File: config.mk
export PLATFORM = sky130hd
export DESIGN_NAME = fp_product_accumulator_flat
export DESIGN_NICKNAME = d
export VERILOG_FILES = /design/src/rtl/fp_acc_pkg.sv /design/src/rtl/fp_product_accumulator_if.sv /design/src/rtl/fp_lzc.sv /design/src/rtl/fp_product_accumulator.sv /design/src/flat_wrapper.sv
export SDC_FILE = /design/constraint.sdc
export NUM_CORES = 1
export LEC_CHECK = 0
export ABC_AREA = 0
export CAP_MARGIN = 40
export CELL_PAD_IN_SITES_DETAIL_PLACEMENT = 0
export CELL_PAD_IN_SITES_GLOBAL_PLACEMENT = 2
export CORE_MARGIN = 1
export CORE_UTILIZATION = 39
export DETAILED_ROUTE_END_ITERATION = 6
export GPL_TIMING_DRIVEN = 0
export PLACE_DENSITY_LB_ADDON = 0.1
export SYNTH_ARGS = -nofsm -noshare
export SYNTH_HDL_FRONTEND = slang
export SYNTH_SLANG_ARGS = --single-unit
File: constraint.sdc
create_clock -name clk -period 8.3 [get_ports clk]
set_input_delay 1.66 -clock clk [delete_from_list [all_inputs] [get_ports clk]]
set_output_delay 1.66 -clock clk [all_outputs]
set_load 0.05 [all_outputs]
File: src/rtl/fp_acc_pkg.sv
// Shared definitions for the floating-point product accumulator.
// Build option: FP_ACC_ROUND_EN adds guard/round/sticky bits and
// round-to-nearest-even; without it, shifted-out bits are truncated.
package fp_acc_pkg;

  localparam int unsigned DEF_N    = 32;
  localparam int unsigned DEF_ES   = 8;
  localparam int unsigned DEF_CW   = 16;
  localparam int unsigned DEF_SS   = DEF_N - DEF_ES - 1;
  localparam int unsigned DEF_BIAS = 2**(DEF_ES-1) - 1;

  // Extra alignment bits below the mantissa LSB: guard, round, sticky.
`ifdef FP_ACC_ROUND_EN
  localparam int unsigned FP_XB = 3;
`else
  localparam int unsigned FP_XB = 0;
`endif

  // Canonical positive saturated word for the default format.
  localparam logic [DEF_N-1:0] FP_SAT_POS = {1'b0, {DEF_ES{1'b1}}, {DEF_SS{1'b0}}};

  typedef enum logic [2:0] {
    IDLE,
    ALIGN,
    ADD,
    NORM,
    DONE
  } state_t;

endpackage

File: src/rtl/fp_product_accumulator_if.sv
// Operand-in / sum-out handshake bundle for fp_product_accumulator.
interface fp_product_accumulator_if
  import fp_acc_pkg::*;
#(
  parameter int unsigned N  = DEF_N,
  parameter int unsigned CW = DEF_CW
);

  logic          in_valid;
  logic          in_ready;
  logic [N-1:0]  in_data;
  logic          in_last;
  logic          out_valid;
  logic          out_ready;
  logic [N-1:0]  out_data;
  logic [CW-1:0] out_count;

  // Producer of operands and consumer of sums.
  modport master (
    output in_valid, in_data, in_last, out_ready,
    input  in_ready, out_valid, out_data, out_count
  );

  // The accumulator itself.
  modport slave (
    input  in_valid, in_data, in_last, out_ready,
    output in_ready, out_valid, out_data, out_count
  );

endinterface

File: src/rtl/fp_lzc.sv
// Parameterised leading-zero counter; all-zero input returns W.
module fp_lzc
  import fp_acc_pkg::*;
#(
  parameter  int unsigned W  = 25,
  localparam int unsigned CW = $clog2(W+1)
) (
  input  logic [W-1:0]  din,
  output logic [CW-1:0] count
);

  // Highest set bit wins since it is visited last.
  always_comb begin
    count = CW'(W);
    for (int unsigned i = 0; i < W; i++) begin
      if (din[i]) count = CW'(W - 1 - i);
    end
  end

endmodule

File: src/rtl/fp_product_accumulator.sv
// Sequential sign-magnitude accumulator for packed {sign, exp, frac} products.
// Build option: FP_ACC_ROUND_EN enables guard/round/sticky alignment and
// round-to-nearest-even in NORM; otherwise alignment truncates.
module fp_product_accumulator
  import fp_acc_pkg::*;
#(
  parameter int unsigned N  = DEF_N,
  parameter int unsigned ES = DEF_ES,
  parameter int unsigned CW = DEF_CW
) (
  input logic                     clk,
  input logic                     rst_n,
  fp_product_accumulator_if.slave bus
);

  localparam int unsigned SS = N - ES - 1;
  localparam int unsigned XB = FP_XB;
  localparam int unsigned W  = SS + 1 + XB;     // aligned mantissa width
  localparam int unsigned LW = $clog2(W + 2);   // lzc width over W+1 bits
  localparam int unsigned EW = ES + 2;          // signed exponent headroom

  state_t        state;
  logic          in_ready_r, out_valid_r;
  logic [N-1:0]  out_data_r;
  logic [CW-1:0] count;

  logic          acc_sign, acc_sat;
  logic [ES-1:0] acc_exp;
  logic [SS:0]   acc_man;

  logic          op_sign, op_sat, op_last;
  logic [ES-1:0] op_exp;
  logic [SS:0]   op_man;

  logic [ES-1:0] al_exp;
  logic [W-1:0]  al_big, al_small;
  logic          al_big_sign, al_small_sign;

  logic [W:0]    sum_man;
  logic [ES-1:0] sum_exp;
  logic          sum_sign;

  assign bus.in_ready  = in_ready_r;
  assign bus.out_valid = out_valid_r;
  assign bus.out_data  = out_data_r;
  assign bus.out_count = count;

  logic [ES-1:0] in_exp;
  logic          in_zero, in_sat;
  assign in_exp  = bus.in_data[N-2 -: ES];
  assign in_zero = (in_exp == '0);
  assign in_sat  = (in_exp == '1);

  // Alignment: larger exponent wins, smaller mantissa shifted right.
  logic          acc_big;
  logic [ES-1:0] shift_d;
  logic [W-1:0]  big_c, small_c, shifted;
`ifdef FP_ACC_ROUND_EN
  logic          sticky;
`endif
  always_comb begin
    acc_big = (acc_exp >= op_exp);
    big_c   = acc_big ? (W'(acc_man) << XB) : (W'(op_man) << XB);
    small_c = acc_big ? (W'(op_man) << XB) : (W'(acc_man) << XB);
    shift_d = acc_big ? (acc_exp - op_exp) : (op_exp - acc_exp);
    shifted = small_c >> shift_d;
`ifdef FP_ACC_ROUND_EN
    sticky     = |(small_c & ~({W{1'b1}} << shift_d));
    shifted[0] = shifted[0] | sticky;
`endif
  end

  // Magnitude add/subtract; exact cancellation yields +0.
  logic [W:0] add_r;
  logic       add_sign;
  always_comb begin
    add_r    = '0;
    add_sign = al_big_sign;
    if (al_big_sign == al_small_sign) begin
      add_r = {1'b0, al_big} + {1'b0, al_small};
    end else if (al_big >= al_small) begin
      add_r = {1'b0, al_big} - {1'b0, al_small};
    end else begin
      add_r    = {1'b0, al_small} - {1'b0, al_big};
      add_sign = al_small_sign;
    end
    if (add_r == '0) add_sign = 1'b0;
  end

  logic [LW-1:0] lz;
  fp_lzc #(.W(W + 1)) u_lzc (
    .din   (sum_man),
    .count (lz)
  );

  // Normalise, optionally round, then apply zero/underflow/saturation rules.
  logic [W-1:0]          norm_m;
  logic signed [EW-1:0]  norm_e;
  logic [SS:0]           norm_man;
  logic                  n_sign, n_sat;
  logic [ES-1:0]         n_exp;
  logic [SS:0]           n_man;
  logic [N-1:0]          n_word;
`ifdef FP_ACC_ROUND_EN
  logic                  round_up;
  logic [SS+1:0]         man_r;
`endif
  always_comb begin
    if (sum_man[W]) begin
      norm_m = sum_man[W:1];
`ifdef FP_ACC_ROUND_EN
      norm_m[0] = norm_m[0] | sum_man[0];
`endif
      norm_e = $signed(EW'(sum_exp)) + $signed(EW'(1));
    end else begin
      norm_m = sum_man[W-1:0] << (lz - LW'(1));
      norm_e = $signed(EW'(sum_exp)) - $signed(EW'(lz)) + $signed(EW'(1));
    end
`ifdef FP_ACC_ROUND_EN
    round_up = norm_m[2] & (norm_m[1] | norm_m[0] | norm_m[3]);
    man_r    = {1'b0, norm_m[W-1:3]} + (SS+2)'(round_up);
    if (man_r[SS+1]) begin
      norm_man = man_r[SS+1:1];
      norm_e   = norm_e + $signed(EW'(1));
    end else begin
      norm_man = man_r[SS:0];
    end
`else
    norm_man = norm_m;
`endif
    n_sign = acc_sign;
    n_sat  = acc_sat;
    n_exp  = acc_exp;
    n_man  = acc_man;
    if (acc_sat) begin
      n_sat = 1'b1;
    end else if (op_sat) begin
      n_sat  = 1'b1;
      n_sign = op_sign;
    end else if ((sum_man == '0) || (norm_e < $signed(EW'(1)))) begin
      n_sign = 1'b0;
      n_exp  = '0;
      n_man  = '0;
    end else if (norm_e >= $signed(EW'({ES{1'b1}}))) begin
      n_sat  = 1'b1;
      n_sign = sum_sign;
    end else begin
      n_sign = sum_sign;
      n_exp  = norm_e[ES-1:0];
      n_man  = norm_man;
    end
    n_word = n_sat ? {n_sign, {ES{1'b1}}, {SS{1'b0}}}
                   : {n_sign, n_exp, n_man[SS-1:0]};
  end

  // Control FSM with registered handshake outputs and pipeline registers.
  always_ff @(posedge clk) begin
    if (!rst_n) begin
      state         <= IDLE;
      in_ready_r    <= 1'b0;
      out_valid_r   <= 1'b0;
      out_data_r    <= '0;
      count         <= '0;
      acc_sign      <= 1'b0;
      acc_sat       <= 1'b0;
      acc_exp       <= '0;
      acc_man       <= '0;
      op_sign       <= 1'b0;
      op_sat        <= 1'b0;
      op_last       <= 1'b0;
      op_exp        <= '0;
      op_man        <= '0;
      al_exp        <= '0;
      al_big        <= '0;
      al_small      <= '0;
      al_big_sign   <= 1'b0;
      al_small_sign <= 1'b0;
      sum_man       <= '0;
      sum_exp       <= '0;
      sum_sign      <= 1'b0;
    end else begin
      case (state)
        IDLE: begin
          in_ready_r <= 1'b1;
          if (bus.in_valid && in_ready_r) begin
            op_sign    <= bus.in_data[N-1];
            op_sat     <= in_sat;
            op_last    <= bus.in_last;
            op_exp     <= in_zero ? '0 : in_exp;
            op_man     <= in_zero ? '0 : {1'b1, bus.in_data[SS-1:0]};
            count      <= (count == '1) ? count : count + CW'(1);
            in_ready_r <= 1'b0;
            state      <= ALIGN;
          end
        end
        ALIGN: begin
          al_exp        <= acc_big ? acc_exp : op_exp;
          al_big        <= big_c;
          al_small      <= shifted;
          al_big_sign   <= acc_big ? acc_sign : op_sign;
          al_small_sign <= acc_big ? op_sign : acc_sign;
          state         <= ADD;
        end
        ADD: begin
          sum_man  <= add_r;
          sum_exp  <= al_exp;
          sum_sign <= add_sign;
          state    <= NORM;
        end
        NORM: begin
          acc_sign <= n_sign;
          acc_sat  <= n_sat;
          acc_exp  <= n_exp;
          acc_man  <= n_man;
          if (op_last) begin
            out_data_r  <= n_word;
            out_valid_r <= 1'b1;
            state       <= DONE;
          end else begin
            in_ready_r <= 1'b1;
            state      <= IDLE;
          end
        end
        DONE: begin
          if (bus.out_ready) begin
            out_valid_r <= 1'b0;
            acc_sign    <= 1'b0;
            acc_sat     <= 1'b0;
            acc_exp     <= '0;
            acc_man     <= '0;
            count       <= '0;
            in_ready_r  <= 1'b1;
            state       <= IDLE;
          end
        end
        default: state <= IDLE;
      endcase
    end
  end

endmodule

File: src/flat_wrapper.sv
// flat-port wrapper written by rule: the top's interface ports become plain ports
module fp_product_accumulator_flat import fp_acc_pkg::*;
#(
  parameter int unsigned N  = DEF_N,
  parameter int unsigned ES = DEF_ES,
  parameter int unsigned CW = DEF_CW
)
  (clk, rst_n, bus_in_valid, bus_in_data, bus_in_last, bus_out_ready, bus_in_ready, bus_out_valid, bus_out_data, bus_out_count);
  fp_product_accumulator_if #(.N(N), .CW(CW)) bus_i ();
  input logic clk;
  input logic rst_n;
  input wire logic [$bits(bus_i.in_valid)-1:0] bus_in_valid;
  input wire logic [$bits(bus_i.in_data)-1:0] bus_in_data;
  input wire logic [$bits(bus_i.in_last)-1:0] bus_in_last;
  input wire logic [$bits(bus_i.out_ready)-1:0] bus_out_ready;
  output wire logic [$bits(bus_i.in_ready)-1:0] bus_in_ready;
  output wire logic [$bits(bus_i.out_valid)-1:0] bus_out_valid;
  output wire logic [$bits(bus_i.out_data)-1:0] bus_out_data;
  output wire logic [$bits(bus_i.out_count)-1:0] bus_out_count;
  assign bus_i.in_valid = bus_in_valid;
  assign bus_i.in_data = bus_in_data;
  assign bus_i.in_last = bus_in_last;
  assign bus_i.out_ready = bus_out_ready;
  assign bus_in_ready = bus_i.in_ready;
  assign bus_out_valid = bus_i.out_valid;
  assign bus_out_data = bus_i.out_data;
  assign bus_out_count = bus_i.out_count;
  fp_product_accumulator #(.N(N), .ES(ES), .CW(CW)) u_core (.clk(clk), .rst_n(rst_n), .bus(bus_i));
endmodule
==> flow_metrics.tcl <==
set metrics [dict create \
    drt_first_pass_iters 6 \
    gp_congestion 0.963 \
    diodes 0 \
    grtUsageTotal 0.322 \
    maxSlewViolCount 0 \
    grt_setup_unrepaired "no" \
    fillers 4232 \
    path_cells "clkbuf_1, a21oi_1, o21ai_0, a21oi_1, o311a_1, nor2_4, buf_4, buf_2, ha_1, inv_1, fa_1, a21o_1, a21o_1, xnor2_1, nor3_1, o2111ai_1, o21ai_0, o31a_1, nand2_1, or4_1, buf_2, nor2_1, a22oi_1, nor2_1" \
    status "complete, no violations" \
    grt_start_max_net_pins 15 \
    cts.root.buffer_cell "clkbuf_16" \
    ctsHoldBuffers 0 \
    setup_tns_ns 0 \
    yosysWarnings 0 \
    setup_violations 0 \
    wl_um 68600 \
    ys.flop_type "dfxtp_1" \
    drt_iter0_drc 1496 \
    cp_num_buf_inv 5 \
    stdcell_count 2788 \
    ant_nets 0 \
    yosysSeqAreaShare 0.265 \
    clk_latency_ns 0.58 \
    clock-sinks 214 \
    synth.distinct_cells 90 \
    grt_pass1_vias 15800 \
    leakage_nw 7.38 \
    crit_slowest_cell "o21ai_0" \
    layout-drive-gt1-share 0.0598 \
    crit_fanout 11 \
    finalCriticalPeriod_ns 6.58 \
    cts_inserted_buffers 26 \
    maxSlewHeadroom 0.375 \
    crit_path_start_kind "flop" \
    slowest_delay_ns 0.50 \
    final_cell_mix "301 x nand2_1, 217 x nor2_1, 214 x dfxtp_1" \
    syn_area_per_cell_sq_um 7.65 \
    antenna_found_initial 1 \
    crit_type "flop to flop" \
    cts_tree "done" \
    gr-total-overflow 0 \
    cp.required_ns 8.81 \
    num_rows 74 \
    final_nets 2378 \
    ios 87 \
    path_clk_slew_ns 0.06 \
    synth_edf_count 0 \
    worst_slew_pin_slew_ns 0.931 \
    dpl.cell_count 2742 \
    synthArstFlopShare 0 \
    via_per_inst 6.01 \
    peakVddDrop_uv 148 \
    synth_area_sq_um 16200 \
    holdCritPathClass "flop to flop" \
    dieHeight_um 206 \
    drc_errors 0 \
    cts-resized-gates 0 \
    postCtsSetupBuffers 0 \
    vias 16800 \
    cts_max_path_buffers 3 \
    syn-instance-count 2117 \
    dp.final_hpwl_um 55000 \
    start_util 0.396 \
    max_cap_viol_count 0 \
    routedWlPerCell_um 24.6 \
    core_area_sq_um 40900 \
    critPathArrivalTime_ns 7.09 \
    place.port_buffers 85 \
    syn-num-nets 2257 \
    fmax_mhz 152 \
    hold_viol 0 \
    area_growth_pct 15.6 \
    finalClockSkew_ns 0.0306 \
    min_period_over_period 0.793 \
    htree_levels 1 \
    chipWidth_um 206 \
    end_kind "flop" \
    crit_family "compound AO/OA/AOI/OAI gates" \
    synth_seq_cells 214 \
    final_common_cell "nand2_1" \
    power_density_nw_per_um2 242 \
    grt_pass1_wl_um 102000 \
    die_area_sq_um 42300 \
]
==> synth_stat cells, drive strengths merged (7+ instances only) <==
| cell | number | area, sq um |
|---|---|---|
| a211oi | 26 | 205 |
| a2bb2oi | 7 | 61.3 |
| nor3 | 53 | 275 |
| ha | 97 | 1210 |
| a311oi | 39 | 342 |
| o21a | 12 | 90.1 |
| a22o | 17 | 149 |
| o2bb2ai | 14 | 123 |
| mux4 | 18 | 405 |
| inv | 103 | 387 |
| or3 | 12 | 75.1 |
| nand2b | 18 | 113 |
| mux2 | 9 | 101 |
| o211ai | 8 | 65.1 |
| nand2 | 301 | 1130 |
| a31oi | 22 | 153 |
| xnor2 | 26 | 228 |
| a22oi | 33 | 248 |
| o221ai | 12 | 105 |
| xor2 | 27 | 244 |
| and2 | 8 | 50.1 |
| o21bai | 9 | 67.6 |
| nand3 | 44 | 220 |
| o31ai | 12 | 95.1 |
| a21oi | 152 | 761 |
| dfxtp | 214 | 4280 |
| or4 | 7 | 52.6 |
| a21o | 28 | 210 |
| mux2i | 108 | 1080 |
| nand4 | 24 | 150 |
| nor4 | 17 | 125 |
| or2 | 8 | 50.1 |
| a221oi | 8 | 70.1 |
| o22ai | 11 | 68.8 |
| nor2 | 220 | 843 |
| clkbuf | 120 | 452 |
| and3 | 23 | 144 |
| nor2b | 23 | 144 |
| o21ai | 99 | 495 |
| buf | 27 | 145 |
| a32oi | 9 | 78.8 |
==> path summary, 6_finish.rpt <==
path | startpoint | endpoint | slack [ns] | cells after the start
worst max-delay path | u_core.sum_man[9] | u_core.acc_man[0] | 1.72 | 24
worst min-delay path | u_core.bus.out_valid | u_core.bus.out_valid | 0.46 | 2
worst max register to register | u_core.sum_man[9] | u_core.acc_man[0] | 1.72 | 24
worst min register to register | u_core.bus.out_valid | u_core.bus.out_valid | 0.46 | 2
==> report_power, final <==
part	switching, mW	internal (mW)
registers	0.0585	1.06
logic	1.43	0.712
clock network	0.501	0.764
total	1.99	2.54
==> flip-flops by register name, summed over array words and instances, names as in the netlist, 16 cells and up <==
name	flops
u_core.acc_man	24
u_core.al_big	24
u_core.al_small	24
u_core.bus.out_count	16
u_core.bus.out_data	32
u_core.op_man	24
u_core.sum_man	25
==> through the flow <==
step / hold WS, ns / power [mW] / setup WS (ns) / area [sq um] / util
final: 0.461 / 4.53 / 1.72 / 18700 / 0.458
after global routing: 0.483 / 4.74 / 1.31 / 18700 / 0.458
after detailed placement: 0.449 / 3.22 / 1.85 / 17800 / 0.434
after floorplan: 0.432 / 2.55 / 3.03 / 16200 / -
after global placement: 0.445 / 3.23 / 1.60 / 17700 / 0.433
after CTS: 0.464 / 4.49 / 1.83 / 18700 / 0.458
==> cell type report <==
cell class,count,area (sq um),area share
clock inverters,13,205,0.0110
multi-input cells,1652,10900,0.583
clock buffers,33,747,0.0399
inverters,104,390,0.0208
repair buffers,93,915,0.0488
plain buffers,147,597,0.0319
well taps,532,666,0.0355
flip-flops and latches,214,4280,0.229
==> worst reg2reg max path, stage by stage (launching register included) <==
cell and delay, ns:
dfxtp_1 0.31, clkbuf_1 0.48, a21oi_1 0.08, o21ai_0 0.17
a21oi_1 0.06, o311a_1 0.43, nor2_4 0.38, buf_4 0.31
buf_2 0.37, ha_1 0.23, inv_1 0.05, fa_1 0.40
a21o_1 0.17, a21o_1 0.22, xnor2_1 0.16, nor3_1 0.30
o2111ai_1 0.23, o21ai_0 0.50, o31a_1 0.34, nand2_1 0.11
or4_1 0.41, buf_2 0.22, nor2_1 0.34, a22oi_1 0.15
nor2_1 0.13
==> cell families (layout without fill, tap and decap cells) <==
kind of cell / Yosys count / after routing / share of synthesized area
buffers and inverters: 251 / 390 / 0.0610
adders and majority gates: 103 / 103 / 0.0824
and+or+nand+nor: 775 / 775 / 0.217
AOI/OAI and AO/OA: 586 / 586 / 0.248
xor gates and xnor gates: 53 / 53 / 0.0291
DFF: 214 / 214 / 0.265
muxes: 135 / 135 / 0.0980
==> metal layers <==
metal	up-vias	global-route usage	wire length, um
met5	-	0.00238	0
met4	0	0.0832	1940
met3	95	0.0450	3920
met2	613	0.531	31300
met1	8167	0.439	31400
li1	7878	-	-
Note: power is estimated with default switching activity, not from simulation.
